$ cat src/rtl/aec_calc_if.sv
// aec_calc_if: character stream in, busy/valid/error/result out for the expression calculator
interface aec_calc_if #(parameter int DATA_W = 7);
  logic ready;
  logic [7:0] ascii_in;
  logic busy;
  logic valid;
  logic error;
  logic [DATA_W-1:0] result;
  modport master(output ready, ascii_in, input busy, valid, error, result);
  modport slave(input ready, ascii_in, output busy, valid, error, result);
endinterface

$ cat src/rtl/aec_calc.sv
// aec_calc: infix ASCII expression calculator (shunting-yard to postfix, then stack evaluation)
module aec_calc #(
  parameter int DATA_W = 7,
  parameter int MAX_LEN = 16,
  parameter int STK_DEPTH = 16
) (
  input logic clk,
  input logic rst,
  aec_calc_if.slave bus
);
  localparam int TW = $clog2(MAX_LEN + 1);
  localparam int SW = $clog2(STK_DEPTH + 1);
  localparam logic [4:0] T_LP = 5'h10, T_RP = 5'h11, T_MUL = 5'h12, T_ADD = 5'h13;
  localparam logic [4:0] T_SUB = 5'h14, T_EQ = 5'h15, T_BAD = 5'h1f;
  typedef enum logic [2:0] {IDLE, LOAD, CONV, EVAL, DONE} state_t;
  state_t state;
  // Tokens: bit 4 clear = operand value in [3:0], set = operator/punctuation code.
  // Arrays carry one spare entry so every pointer width matches its index width.
  logic [4:0] tok [MAX_LEN+1];
  logic [4:0] pf [MAX_LEN+1];
  logic [4:0] ostk [STK_DEPTH+1];
  logic [DATA_W-1:0] vstk [STK_DEPTH+1];
  logic [TW-1:0] tcnt, tp, pcnt, ep;
  logic [SW-1:0] osp, vsp;
  logic err, busy, valid, error;
  logic [DATA_W-1:0] result;
  logic [7:0] c;
  logic [4:0] ctok, t, e, top;
  logic [DATA_W-1:0] a, b, alu;
  logic pop, fin_err;
  assign c = bus.ascii_in;
  assign ctok = (c >= "0" && c <= "9") ? {1'b0, c[3:0]} :
                (c >= "a" && c <= "f") ? {1'b0, c[3:0] + 4'd9} :
                c == "(" ? T_LP : c == ")" ? T_RP : c == "*" ? T_MUL :
                c == "+" ? T_ADD : c == "-" ? T_SUB : c == "=" ? T_EQ : T_BAD;
  assign t = tok[tp];
  assign e = pf[ep];
  assign top = ostk[osp - SW'(1)];
  // ')' '+' '-' '=' unwind to the nearest '('; '*' only pops an equal-precedence '*'
  assign pop = osp != '0 && (t == T_MUL ? top == T_MUL : t != T_LP && top != T_LP);
  assign a = vstk[vsp - SW'(2)];
  assign b = vstk[vsp - SW'(1)];
  assign alu = e == T_MUL ? a * b : e == T_ADD ? a + b : a - b;
  assign fin_err = err | (vsp != SW'(1));
  assign bus.busy = busy;
  assign bus.valid = valid;
  assign bus.error = error;
  assign bus.result = result;
  always_ff @(posedge clk) begin
    if (rst) begin
      state <= IDLE;
      busy <= 1'b0;
      valid <= 1'b0;
      error <= 1'b0;
      result <= '0;
      err <= 1'b0;
      tcnt <= '0;
      tp <= '0;
      pcnt <= '0;
      ep <= '0;
      osp <= '0;
      vsp <= '0;
    end else begin
      case (state)
        IDLE, LOAD: if (bus.ready) begin
          if (ctok == T_EQ) begin
            tok[tcnt] <= T_EQ;
            state <= CONV;
            busy <= 1'b1;
            if (tcnt == '0) err <= 1'b1;
          end else begin
            state <= LOAD;
            if (ctok == T_BAD || tcnt == TW'(MAX_LEN)) err <= 1'b1;
            else begin
              tok[tcnt] <= ctok;
              tcnt <= tcnt + TW'(1);
            end
          end
        end
        CONV: if (err) begin
          state <= DONE;
          valid <= 1'b1;
          error <= 1'b1;
          result <= '0;
        end else if (!t[4]) begin
          pf[pcnt] <= t;
          pcnt <= pcnt + TW'(1);
          tp <= tp + TW'(1);
        end else if (pop) begin
          pf[pcnt] <= top;
          pcnt <= pcnt + TW'(1);
          osp <= osp - SW'(1);
        end else if (t == T_RP) begin
          if (osp == '0) err <= 1'b1;
          else begin
            osp <= osp - SW'(1);
            tp <= tp + TW'(1);
          end
        end else if (t == T_EQ) begin
          if (osp != '0) err <= 1'b1;
          else state <= EVAL;
        end else if (osp == SW'(STK_DEPTH)) err <= 1'b1;
        else begin
          ostk[osp] <= t;
          osp <= osp + SW'(1);
          tp <= tp + TW'(1);
        end
        EVAL: if (err || ep == pcnt) begin
          state <= DONE;
          valid <= 1'b1;
          error <= fin_err;
          result <= fin_err ? '0 : vstk[0];
        end else begin
          ep <= ep + TW'(1);
          if (!e[4]) begin
            if (vsp == SW'(STK_DEPTH)) err <= 1'b1;
            else begin
              vstk[vsp] <= DATA_W'(e[3:0]);
              vsp <= vsp + SW'(1);
            end
          end else if (vsp < SW'(2)) err <= 1'b1;
          else begin
            vstk[vsp - SW'(2)] <= alu;
            vsp <= vsp - SW'(1);
          end
        end
        DONE: begin
          state <= IDLE;
          busy <= 1'b0;
          valid <= 1'b0;
          err <= 1'b0;
          tcnt <= '0;
          tp <= '0;
          pcnt <= '0;
          ep <= '0;
          osp <= '0;
          vsp <= '0;
        end
        default: state <= IDLE;
      endcase
    end
  end
endmodule
$ cat src/flat_wrapper.sv
// flat-port wrapper written by rule: the top's interface ports become plain ports
module aec_calc_flat 
#(
  parameter int DATA_W = 7,
  parameter int MAX_LEN = 16,
  parameter int STK_DEPTH = 16
)
  (clk, rst, bus_ready, bus_ascii_in, bus_busy, bus_valid, bus_error, bus_result);
  aec_calc_if #(.DATA_W(DATA_W)) bus_i ();
  input logic clk;
  input logic rst;
  input wire logic [$bits(bus_i.ready)-1:0] bus_ready;
  input wire logic [$bits(bus_i.ascii_in)-1:0] bus_ascii_in;
  output wire logic [$bits(bus_i.busy)-1:0] bus_busy;
  output wire logic [$bits(bus_i.valid)-1:0] bus_valid;
  output wire logic [$bits(bus_i.error)-1:0] bus_error;
  output wire logic [$bits(bus_i.result)-1:0] bus_result;
  assign bus_i.ready = bus_ready;
  assign bus_i.ascii_in = bus_ascii_in;
  assign bus_busy = bus_i.busy;
  assign bus_valid = bus_i.valid;
  assign bus_error = bus_i.error;
  assign bus_result = bus_i.result;
  aec_calc #(.DATA_W(DATA_W), .MAX_LEN(MAX_LEN), .STK_DEPTH(STK_DEPTH)) u_core (.clk(clk), .rst(rst), .bus(bus_i));
endmodule
$ cat config.mk
export PLATFORM = sky130hd
export DESIGN_NAME = aec_calc_flat
export DESIGN_NICKNAME = d
export VERILOG_FILES = /design/src/rtl/aec_calc_if.sv /design/src/rtl/aec_calc.sv /design/src/flat_wrapper.sv
export SDC_FILE = /design/constraint.sdc
export NUM_CORES = 1
export LEC_CHECK = 0
export ABC_AREA = 1
export ABC_CLOCK_PERIOD_IN_PS = 17100
export BUFFER_PORTS_ARGS = -buffer_cell sky130_fd_sc_hd__buf_2
export CORE_MARGIN = 3
export CORE_UTILIZATION = 55
export CTS_BUF_LIST = sky130_fd_sc_hd__clkbuf_4 sky130_fd_sc_hd__clkbuf_8 sky130_fd_sc_hd__clkbuf_16
export DETAILED_ROUTE_END_ITERATION = 8
export HOLD_SLACK_MARGIN = 0.12
export PLACE_DENSITY_LB_ADDON = 0.12
export SLEW_MARGIN = 20
export SYNTH_ARGS = -nofsm -noshare
export SYNTH_HDL_FRONTEND = slang
export SYNTH_SLANG_ARGS = --single-unit
$ cat constraint.sdc
create_clock -name clk -period 17.1 [get_ports clk]
set_input_delay 4.275 -clock clk [delete_from_list [all_inputs] [get_ports clk]]
set_output_delay 4.275 -clock clk [all_outputs]
set_load 0.01 [all_outputs]
==> results of run 1 <==
-- per-stage QoR --
step | power (uW) | area [sq um] | setup WS, ns
CTS | 2670 | 23600 | 9.79
global placement | 1670 | 22100 | 9.95
floorplan | 1550 | 21700 | 10.73
global route | 2780 | 23600 | 9.21
finish | 2670 | 23600 | 9.76
detailed placement | 1680 | 22100 | 9.80
-- layout make-up --
class,count,share of cell area [%]
clock buffers,63,5.86
clock inverters,20,0.640
inverters,193,3.09
multi-input cells,1675,34.6
flip-flops and latches,428,52.1
well taps,518,2.74
repair buffers,38,0.995
-- critical path, delay by kind of cell, from the launching register on --
family	cells	cell delay, ns
simple gates	13	1.21
flops	1	0.30
compound gates	2	0.35
fa+ha+maj	6	2.37
buf+inv	10	2.10
xor+xnor	1	0.71
-- synth_stat cells, types with 2 or more instances --
master	count
dfxtp_1	54
ha_1	45
o21ai_0	95
a21oi_1	50
nand2_2	17
a31oi_1	2
fa_1	8
o31ai_1	6
nand2_4	5
clkbuf_1	25
nand4_1	7
inv_4	2
buf_2	51
clkinv_1	3
nor2_1	247
o211ai_1	19
o21ai_1	14
xor2_2	3
nor2_2	10
nand2_1	683
inv_1	170
or2_2	11
a21o_1	2
a22oi_1	7
buf_6	7
o22ai_1	2
xor2_1	26
edfxtp_1	374
o221ai_1	8
buf_4	15
xnor2_1	4
nand3_2	3
inv_2	18
nand3_1	369
nand3b_1	5
nor3_1	8
-- path summary, 6_finish.rpt --
path	endpoint	slack, ns	cells after the start
hold / removal	flip-flop	0.50	2
setup reg to reg	u_core.vstk[16][6]	9.76	32
hold reg to reg	flip-flop	0.50	2
setup / recovery	u_core.vstk[16][6]	9.76	32
-- cells in the final DEF (no fill, tap or decap), types with 7 or more instances in the layout --
cell type  synthesis  layout
o221ai_1           8       8
a21oi_1           50      50
clkbuf_16          0      50
o21ai_0           95      89
edfxtp_1         374     374
o21ai_1           14      15
nand4_1            7       7
fa_1               8       8
nor2_1           247     246
nand3_1          369     369
nor3_1             8       8
clkinv_1           3      11
nand2_2           17      17
inv_1            170     170
buf_4             15      18
buf_2             51      20
ha_1              45      45
inv_2             18      18
dfxtp_1           54      53
nand2_1          683     683
o211ai_1          19      19
nor2_2            10      11
clkbuf_4           0       7
xor2_1            26      26
a22oi_1            7       7
or2_2             11      11
-- power groups by stage --
stage	clock network, uW	registers, uW	logic [uW]
floorplan	0	1190	358
global placement	0	1200	474
detailed placement	0	1200	483
CTS	1010	1170	487
global route	1050	1180	552
finish	999	1170	492
-- flip-flops by register name, summed over array words and instances (netlist names), 5 cells and up, named ones only --
register and cells:
u_core.osp 5, u_core.pcnt 5, u_core.ostk 85, u_core.tok 85
u_core.vstk 119, u_core.ep 5, u_core.pf 85, u_core.tp 5
u_core.bus.result 7, u_core.tcnt 5, u_core.vsp 5
-- logic make-up after synthesis --
kind of cell | count (synthesis)
AND/OR/NAND/NOR | 1373
buffers and inverters | 292
AO/OA/AOI/OAI | 210
XOR/XNOR | 34
flip-flops | 428
adder cells (fa/ha/maj) | 53
other | 1
-- layer usage --
layer  track usage, %  share of wire (%)  routed length (um)  vias to the layer above
li1                 -                  -                   -                     8019
met5                0                  0                   0                        -
met4             9.27                3.2                1790                        0
met1             38.0                 44               24300                     7949
met2             41.1                 46               25300                      612
met3             3.72                6.9                3820                      119
==> metrics.txt, run 1 <==
post-synthesis xor/xnor area fraction 1.51%; CTS root buffer clkbuf_16; Worst Path Max Fanout 34; Cell Rows 72; final setup fails 0; drt pass-1 iters 5; Critical Path RT 17.38 ns; clk_lat worst skew 0.58 ns; Starting Density 55.9%; largest family of logic cells by synthesized area simple AND/OR/NAND/NOR gates; post-detail-place hpwl 36.9 mm; vias 16700; Synth Area in Adders 3.33%; Final Skew 0.0189 ns; CTS buffer count 46; clk buf depth 3; Net Sw Frac 28.6%; CP max stage delay 0.71 ns; post-route non-filler standard cell count 2935; nets@finish roughly 2400; Yosys top cell area share 51.7%; initial antenna violation count 0; worst setup path startpoint u_core.vsp[1]; register area share after synthesis 56.7%; min Tclk post-route around 7.3 ns; first-pass GRT wire length 86.2 mm; startpoint type of the worst setup path flip-flop; Worst Hold Launch u_core.tp[4]; total track usage 26.3%; CP arrival between 7 and 8 ns; Fmax ~0.14 GHz; 1st-iter DRT viols 1542; antenna viol nets, final 0; # fillers 3273; VDD IR max 0.0902 mV; Gate Count Post-Synth 2391; area leader, netlist edfxtp_1; vias per cell 5.69; share of post-route cells with drive strength above 1 8.15%; largest cells by area after synthesis edfxtp_1 52%, nand2_1 12%, nand3_1 8.5%; Port Buf Inserts 20; Synth Area in Compound Gates 5.49%; unrepaired setup endpoints after global routing no; Ys Warns 0; Die Ht 205 um; Mapped Area 21700 sq um; TNS Setup 0 ns; Core ar. approximately 39000 sq um; simple-gate share of the synthesized area 27.1%; diode count 0; Worst Hold Class reg -> reg; Avg Synthesized Cell Area 9.08 sq um; die area 41900 sq um; CTS tree done; most used cell, CP nand2_1; Main synth FF type edfxtp_1; mux contribution to synthesized area 0%; Synth cell types 52; post-DR wirelength/cell 18.8 um; post-cts resize count 0; Post-synth ARST share 0%; fin crit share 42.9%; DRC 0; Clock Pin Slew Worst Setup and Hold Paths 0.06 ns; switching power 761 uW; outcome complete, no violations; Comb pwr share a little under a fifth; CP Class reg -> reg; Overflow after GRT 0; largest net degree at the start of global routing slightly below 100; htree depth 2; Seq pwr share between 40% and 50%; Post-synth EDFFs 374; Top Ports 21; Multi-input gate area 8180 sq um; P per Cell Area 113 nW/um^2; Reg area 12300 sq um; RR Startpoint u_core.vsp[1]; Area growth syn-to-layout 8.90%; slowest CP cell xnor2_2; clock network power share around 38%; placed cells between 2000 and 3000; final core utilization 60.9%; Synth Register Bits about 430; routed wire length ~55 mm; die width 205 um; Fin Hold WS roughly 0.5 ns; final hold violation count 0; Slew Limit Fails 0; Pleak 0.00943 uW; hold buffers post-CTS 0; final estimated routing congestion in global placement 0.940; Slew HR approximately a quarter; CP Capture Type flip-flop; maxcap violations 0; worst slew pin tran between 1 and 1.5 ns; post-CTS setup buffer count 0; number of global-route vias before repair approximately 16000; Int Power between 1500 and 2000 uW; clock sinks 428
Note: power is estimated with default switching activity, not from simulation.
==> run 2, diff against run 1 <==
--- a/config.mk
+++ b/config.mk
@@ -6,7 +6,7 @@
 export NUM_CORES = 1
 export LEC_CHECK = 0
 export ABC_AREA = 1
-export ABC_CLOCK_PERIOD_IN_PS = 17100
+export ABC_CLOCK_PERIOD_IN_PS = 6900
 export BUFFER_PORTS_ARGS = -buffer_cell sky130_fd_sc_hd__buf_2
 export CORE_MARGIN = 3
 export CORE_UTILIZATION = 55
==> constraint.sdc (replaced) <==
create_clock -name clk -period 6.9 [get_ports clk]
set_input_delay 1.725 -clock clk [delete_from_list [all_inputs] [get_ports clk]]
set_output_delay 1.725 -clock clk [all_outputs]
set_load 0.01 [all_outputs]
==> run 2 against run 1 <==
  * Cell area grew 0.25%
  * Clock-buffer cell count rose by 9
  * Setup slack worse by 9.0 ns
  * Clock skew decreased by 0.0040 ns
  * Via count down 0.11%
  * Worst hold slack improved by 0.0074 ns
  * Global-route usage shrank 0.28 points
  * Power increased by 150%
  * Die area did not move
  * Clock power is 150% higher
  * Largest power group unchanged
  * Highest routed layer unchanged
==> metrics.txt, run 2 (synthesis gave the netlist of run 1 again) <==
CTS buffer count 45 (-2.2%); CP Class reg -> reg; commonest non-fill, non-tap cell in the layout nand2_1; final instance area 23700 sq um (+0.25%); max reg flops 119 (unchanged); Die Ht 205 um (unchanged); fin crit share 89.3% (+46 points); FF-to-FF path depth 29 (-9.4%); vias per cell 5.66 (-0.45%); crit-path leading delay family adder cells; Slew HR 31.8% (+6.3 points); post-cts resize count 0 (unchanged); reg-to-reg slack, setup 0.74 ns (-9.02 ns); CP arrival 6.44 ns (-1.18 ns); CTS tree done; final setup fails 0 (unchanged); clock sinks 428 (unchanged); Fin Hold WS 0.508 ns (+0.00738 ns); post-detail-place hpwl 36.8 mm (-0.16%); die area 41900 sq um (unchanged); most frequent cells in the layout 683 x nand2_1, 374 x edfxtp_1, 369 x nand3_1, 247 x nor2_1, 170 x inv_1; Starting Density 55.9% (unchanged); reg-to-reg critical path endpoint u_core.vstk[9][6]; clk_lat worst skew 0.58 ns (about the same); VDD IR max 0.225 mV (+150%); initial antenna violation count 0 (unchanged); die width 205 um (unchanged); Largest Register u_core.vstk; largest net degree at the start of global routing 92 (-5.2%); Worst Path Buf+Inv 7 (-3); routed wire length 54.4 mm (-1.5%); antenna viol nets, final 0 (unchanged); RR Startpoint u_core.vsp[0]; maxcap violations 0 (unchanged); Final Skew 0.0149 ns (-0.00398 ns); DRC 0 (unchanged); first-pass GRT wire length 85.8 mm (-0.41%); htree depth 2 (unchanged); Critical Path RT 7.18 ns (-10.20 ns); Area growth syn-to-layout 9.18%; worst slew pin tran 1.02 ns (-0.103 ns); post-CTS setup buffer count 0 (unchanged); outcome complete, no violations; WHS Path Cells 2 (unchanged); Worst Hold Class reg -> reg; worst setup path startpoint u_core.vsp[0]; final estimated routing congestion in global placement 0.934 (-0.57%); most used cell, CP nand2_1; Port Buf Inserts 20 (unchanged); share of post-route cells with drive strength above 1 8.70% (+0.55 points); post-DR wirelength/cell 18.5 um (-1.8%); Cell Rows 72 (unchanged); 1st-iter DRT viols 1659 (+7.6%); Worst Hold Launch u_core.tp[4]; CTS root buffer clkbuf_16; Pleak 0.00949 uW (+0.65%); unrepaired setup endpoints after global routing no; TNS Setup 0 ns (unchanged); Clock Pin Slew Worst Setup and Hold Paths 0.06 ns (about the same); clk buf depth 3 (unchanged); slowest CP cell fa_1; Slew Limit Fails 0 (unchanged); number of global-route vias before repair 15800 (+1.9%); Hold EP u_core.tp[4]; final hold violation count 0 (unchanged); Core ar. 38800 sq um (unchanged); vias 16700 (-0.11%); Placed Area 22100 sq um (+0.27%); drt pass-1 iters 6 (+1); startpoint type of the worst setup path flip-flop; CP Capture Type flip-flop; Fmax 0.162 GHz (+19%); Overflow after GRT 0 (unchanged); P per Cell Area 278 nW/um^2 (+150%); total track usage 26.1% (-0.28 points); nets@finish 2454 (+0.33%); Top Ports 21 (unchanged); hold buffers post-CTS 0 (unchanged); min Tclk post-route 6.16 ns (-1.18 ns); CP max stage delay 0.53 ns (-0.18 ns); Worst Path Max Fanout 71 (+110%)
[run 2: final cells by class]
type	instances	area, sq um
flip-flops and latches	428	12300
repair buffers	47	303
clock inverters	11	116
multi-input cells	1675	8150
clock buffers	72	1440
fillers	3338	15100
diodes	1	2.50
well taps	518	648
inverters	193	729
[run 2: worst reg2reg max path: cells and delay by family, from the launching register on]
kind,cells,cell delay [ns]
AOI/OAI and AO/OA,2,0.35
DFF,1,0.38
adders and majority gates,5,2.11
and+or+nand+nor,14,1.37
xor gates and xnor gates,1,0.38
buffers and inverters,7,1.28
[run 2: report_power, final]
part           internal [uW]  leakage [uW]  switching [uW]  total, uW
clock                   1480      0.000781             987       2460
combinational            371       0.00475             835       1210
sequential              2880       0.00396            34.6       2910
[run 2: worst max-delay path by stage]
stage / slack, ns / depth (start not counted) / to
after global routing: 0.24 / 31 / u_core.vstk[16][6]
after detailed placement: 0.82 / 29 / u_core.vstk[7][6]
after floorplan: 1.36 / 33 / u_core.vstk[0][6]
after CTS: 0.78 / 29 / u_core.vstk[11][6]
final: 0.74 / 29 / u_core.vstk[9][6]
after global placement: 0.89 / 29 / u_core.vstk[7][6]
[run 2: metal layers]
metal | global-route usage [%] | up-vias | wire, um
met5 | 0 | - | 0
met3 | 3.26 | 124 | 3640
met1 | 36.6 | 7906 | 23500
met4 | 8.33 | 0 | 1520
li1 | - | 8028 | -
met2 | 42.6 | 623 | 25700
[run 2: per-stage QoR]
stage               instances  utilization, %  setup WS (ns)  total power [uW]
floorplan                2395               -           1.36              3840
global placement         2861            57.0          0.886              4140
global route             2944            61.0          0.239              6880
CTS                      2944            61.0          0.783              6620
finish                   2945            61.0          0.740              6580
detailed placement       2861            57.0          0.820              4160
==> run 3, diff against run 2 <==
--- a/config.mk
+++ b/config.mk
@@ -6,7 +6,7 @@
 export NUM_CORES = 1
 export LEC_CHECK = 0
 export ABC_AREA = 1
-export ABC_CLOCK_PERIOD_IN_PS = 6900
+export ABC_CLOCK_PERIOD_IN_PS = 6550
 export BUFFER_PORTS_ARGS = -buffer_cell sky130_fd_sc_hd__buf_2
 export CORE_MARGIN = 3
 export CORE_UTILIZATION = 55
==> constraint.sdc (replaced) <==
create_clock -name clk -period 6.55 [get_ports clk]
set_input_delay 1.6375 -clock clk [delete_from_list [all_inputs] [get_ports clk]]
set_output_delay 1.6375 -clock clk [all_outputs]
set_load 0.01 [all_outputs]
==> run 3 against run 2 <==
  * Core utilization is 0.14 points lower
  * Die area is the same
  * Critical path depth rose by 1
  * Cell area down 0.23%
  * Non-clock buffer count shrank 2
  * Setup slack lost 0.14 ns
  * Combinational power is 3% higher
  * Global-route usage grew 0.24 points
  * Via count down 1.3%
  * Clock skew grew 0.0019 ns
  * Final cell count decreased by 0.10%
  * Largest cell class unchanged
  * Largest power group unchanged
==> metrics.txt, run 3 (synthesis gave the netlist of run 1 again) <==
# fillers 3226 (-3.4%); nets@finish 2452 (-0.081%); first-pass GRT wire length 86.4 mm (+0.71%); switching power 1960 uW (+5.4%); CP Capture Type flip-flop; post-cts resize count 0 (unchanged); final hold violation count 0 (unchanged); maxcap violations 0 (unchanged); Fmax 0.168 GHz (+3.6%); VDD IR max 0.237 mV (+5.1%); Worst Hold Class reg -> reg; outcome complete, no violations; unrepaired setup endpoints after global routing no; crit path to u_core.vstk[1][6]; 1st-iter DRT viols 1593 (-4.0%); die width 205 um (unchanged); die area 41900 sq um (unchanged); post-detail-place hpwl 36.5 mm (-1.0%); worst setup path startpoint u_core.vsp[1]; CTS root buffer clkbuf_16; CTS tree done; most used cell, CP inv_1; Area growth syn-to-layout 8.92%; post-CTS setup buffer count 0 (unchanged); RR Startpoint u_core.vsp[1]; drt pass-1 iters 8 (+2); Port Buf Inserts 20 (unchanged); share of post-route cells with drive strength above 1 8.21% (-0.49 points); total power 6890 uW (+4.7%); final estimated routing congestion in global placement 0.947 (+1.4%); Core ar. 38800 sq um (unchanged); startpoint type of the worst setup path flip-flop; vias per cell 5.60 (-1.2%); vias 16500 (-1.3%); Top Ports 21 (unchanged); diode count 0 (-1); commonest non-fill, non-tap cell in the layout nand2_1; Final Skew 0.0168 ns (+0.00188 ns); worst slew pin tran 0.991 ns (-0.0241 ns); clk_lat worst skew 0.58 ns (about the same); Cell Rows 72 (unchanged); initial antenna violation count 0 (unchanged); clock network power share 37.2% (-0.2 points); most frequent cells in the layout 683 x nand2_1, 374 x edfxtp_1, 369 x nand3_1, 247 x nor2_1, 170 x inv_1; reg-to-reg critical path endpoint u_core.vstk[1][6]; post-DR wirelength/cell 18.4 um (-0.35%); htree depth 2 (unchanged); fin crit share 90.8% (+1.5 points); Pleak 0.00945 uW (-0.42%); Worst Path Max Fanout 31 (-56%); Slew Limit Fails 0 (unchanged); total track usage 26.3% (+0.24 points); Overflow after GRT 0 (unchanged); hold buffers post-CTS 0 (unchanged); Net Sw Frac 28.4% (+0.20 points); WHS Path Cells 2 (unchanged); antenna viol nets, final 0 (unchanged); TNS Setup 0 ns (unchanged); Starting Density 55.9% (unchanged); P per Cell Area 291 nW/um^2 (+4.9%); DRC 0 (unchanged); clk buf depth 3 (unchanged); Seq pwr share 44.6% (+0.3 points); routed wire length 54.1 mm (-0.45%); slowest CP cell fa_1; Largest Register u_core.vstk; number of global-route vias before repair 15800 (-0.29%); largest net degree at the start of global routing 137 (+49%); CP arrival 6.23 ns (-0.21 ns); Critical Path RT 6.84 ns (-0.34 ns); Die Ht 205 um (unchanged); Clock Pin Slew Worst Setup and Hold Paths 0.06 ns (about the same); Int Power 4930 uW (+4.4%); reg-to-reg slack, setup 0.60 ns (-0.14 ns); FF-to-FF path depth 30 (+3.4%); CP max stage delay 0.55 ns (+0.02 ns); min Tclk post-route 5.95 ns (-0.215 ns); CTS buffer count 45 (unchanged); Slew HR 33.8% (+2.0 points); final setup fails 0 (unchanged); max reg flops 119 (unchanged); Comb pwr share 18.2% (about the same); CP Class reg -> reg; clock sinks 428 (unchanged)
[run 3: through the flow]
stage	std cells	utilization [%]	setup WS, ns	hold slack (ns)	area [sq um]
floorplan	2395	-	1.01	0.466	21700
global placement	2859	57.1	0.644	0.486	22200
detailed placement	2859	57.1	0.631	0.492	22200
CTS	2942	60.9	0.612	0.507	23600
global route	2942	60.9	0.131	0.540	23600
finish	2942	60.9	0.605	0.507	23600
[run 3: layer usage]
metal | vias up | routed length, um | track usage [%] | part of all wire, %
met5 | - | 0 | 0 | 0
met4 | 0 | 1780 | 8.99 | 3.3
met3 | 111 | 3770 | 3.92 | 7.0
met2 | 611 | 25200 | 42.4 | 47
met1 | 7726 | 23400 | 36.7 | 43
li1 | 8024 | - | - | -
[run 3: layout make-up]
| class | instances | area, sq um | share of cell area (%) |
|---|---|---|---|
| clock buffers | 55 | 1240 | 5.25 |
| clock inverters | 28 | 251 | 1.06 |
| inverters | 193 | 729 | 3.08 |
| multi-input cells | 1675 | 8150 | 34.5 |
| flip-flops and latches | 428 | 12300 | 52.1 |
| well taps | 518 | 648 | 2.74 |
| repair buffers | 45 | 313 | 1.32 |
[run 3: power by group through the flow]
stage	sequential, uW	combinational (uW)	clock (uW)
6_report	3070	1250	2570
3_5_place_dp	3130	1250	0
5_1_grt	3070	1410	2720
2_1_floorplan	3110	934	0
3_3_place_gp	3130	1230	0
4_1_cts	3070	1250	2610
[run 3: how the worst min path moves through the flow]
stage | start | to | slack (ns)
floorplan | u_core.tp[4] | flip-flop | 0.47
global placement | u_core.bus.result[6] | u_core.bus.result[6] | 0.49
detailed placement | u_core.bus.result[6] | u_core.bus.result[6] | 0.49
CTS | u_core.tp[4] | flip-flop | 0.51
global route | u_core.tp[4] | flip-flop | 0.54
finish | u_core.bus.valid | u_core.bus.valid | 0.51
[run 3: worst max-delay path, delay by kind of cell, from the launching register on]
kind / cells / cell delay (ns)
and+or+nand+nor: 12 / 1.05
buffers and inverters: 8 / 1.23
DFF: 1 / 0.33
adders and majority gates: 6 / 2.51
AOI/OAI and AO/OA: 4 / 0.50
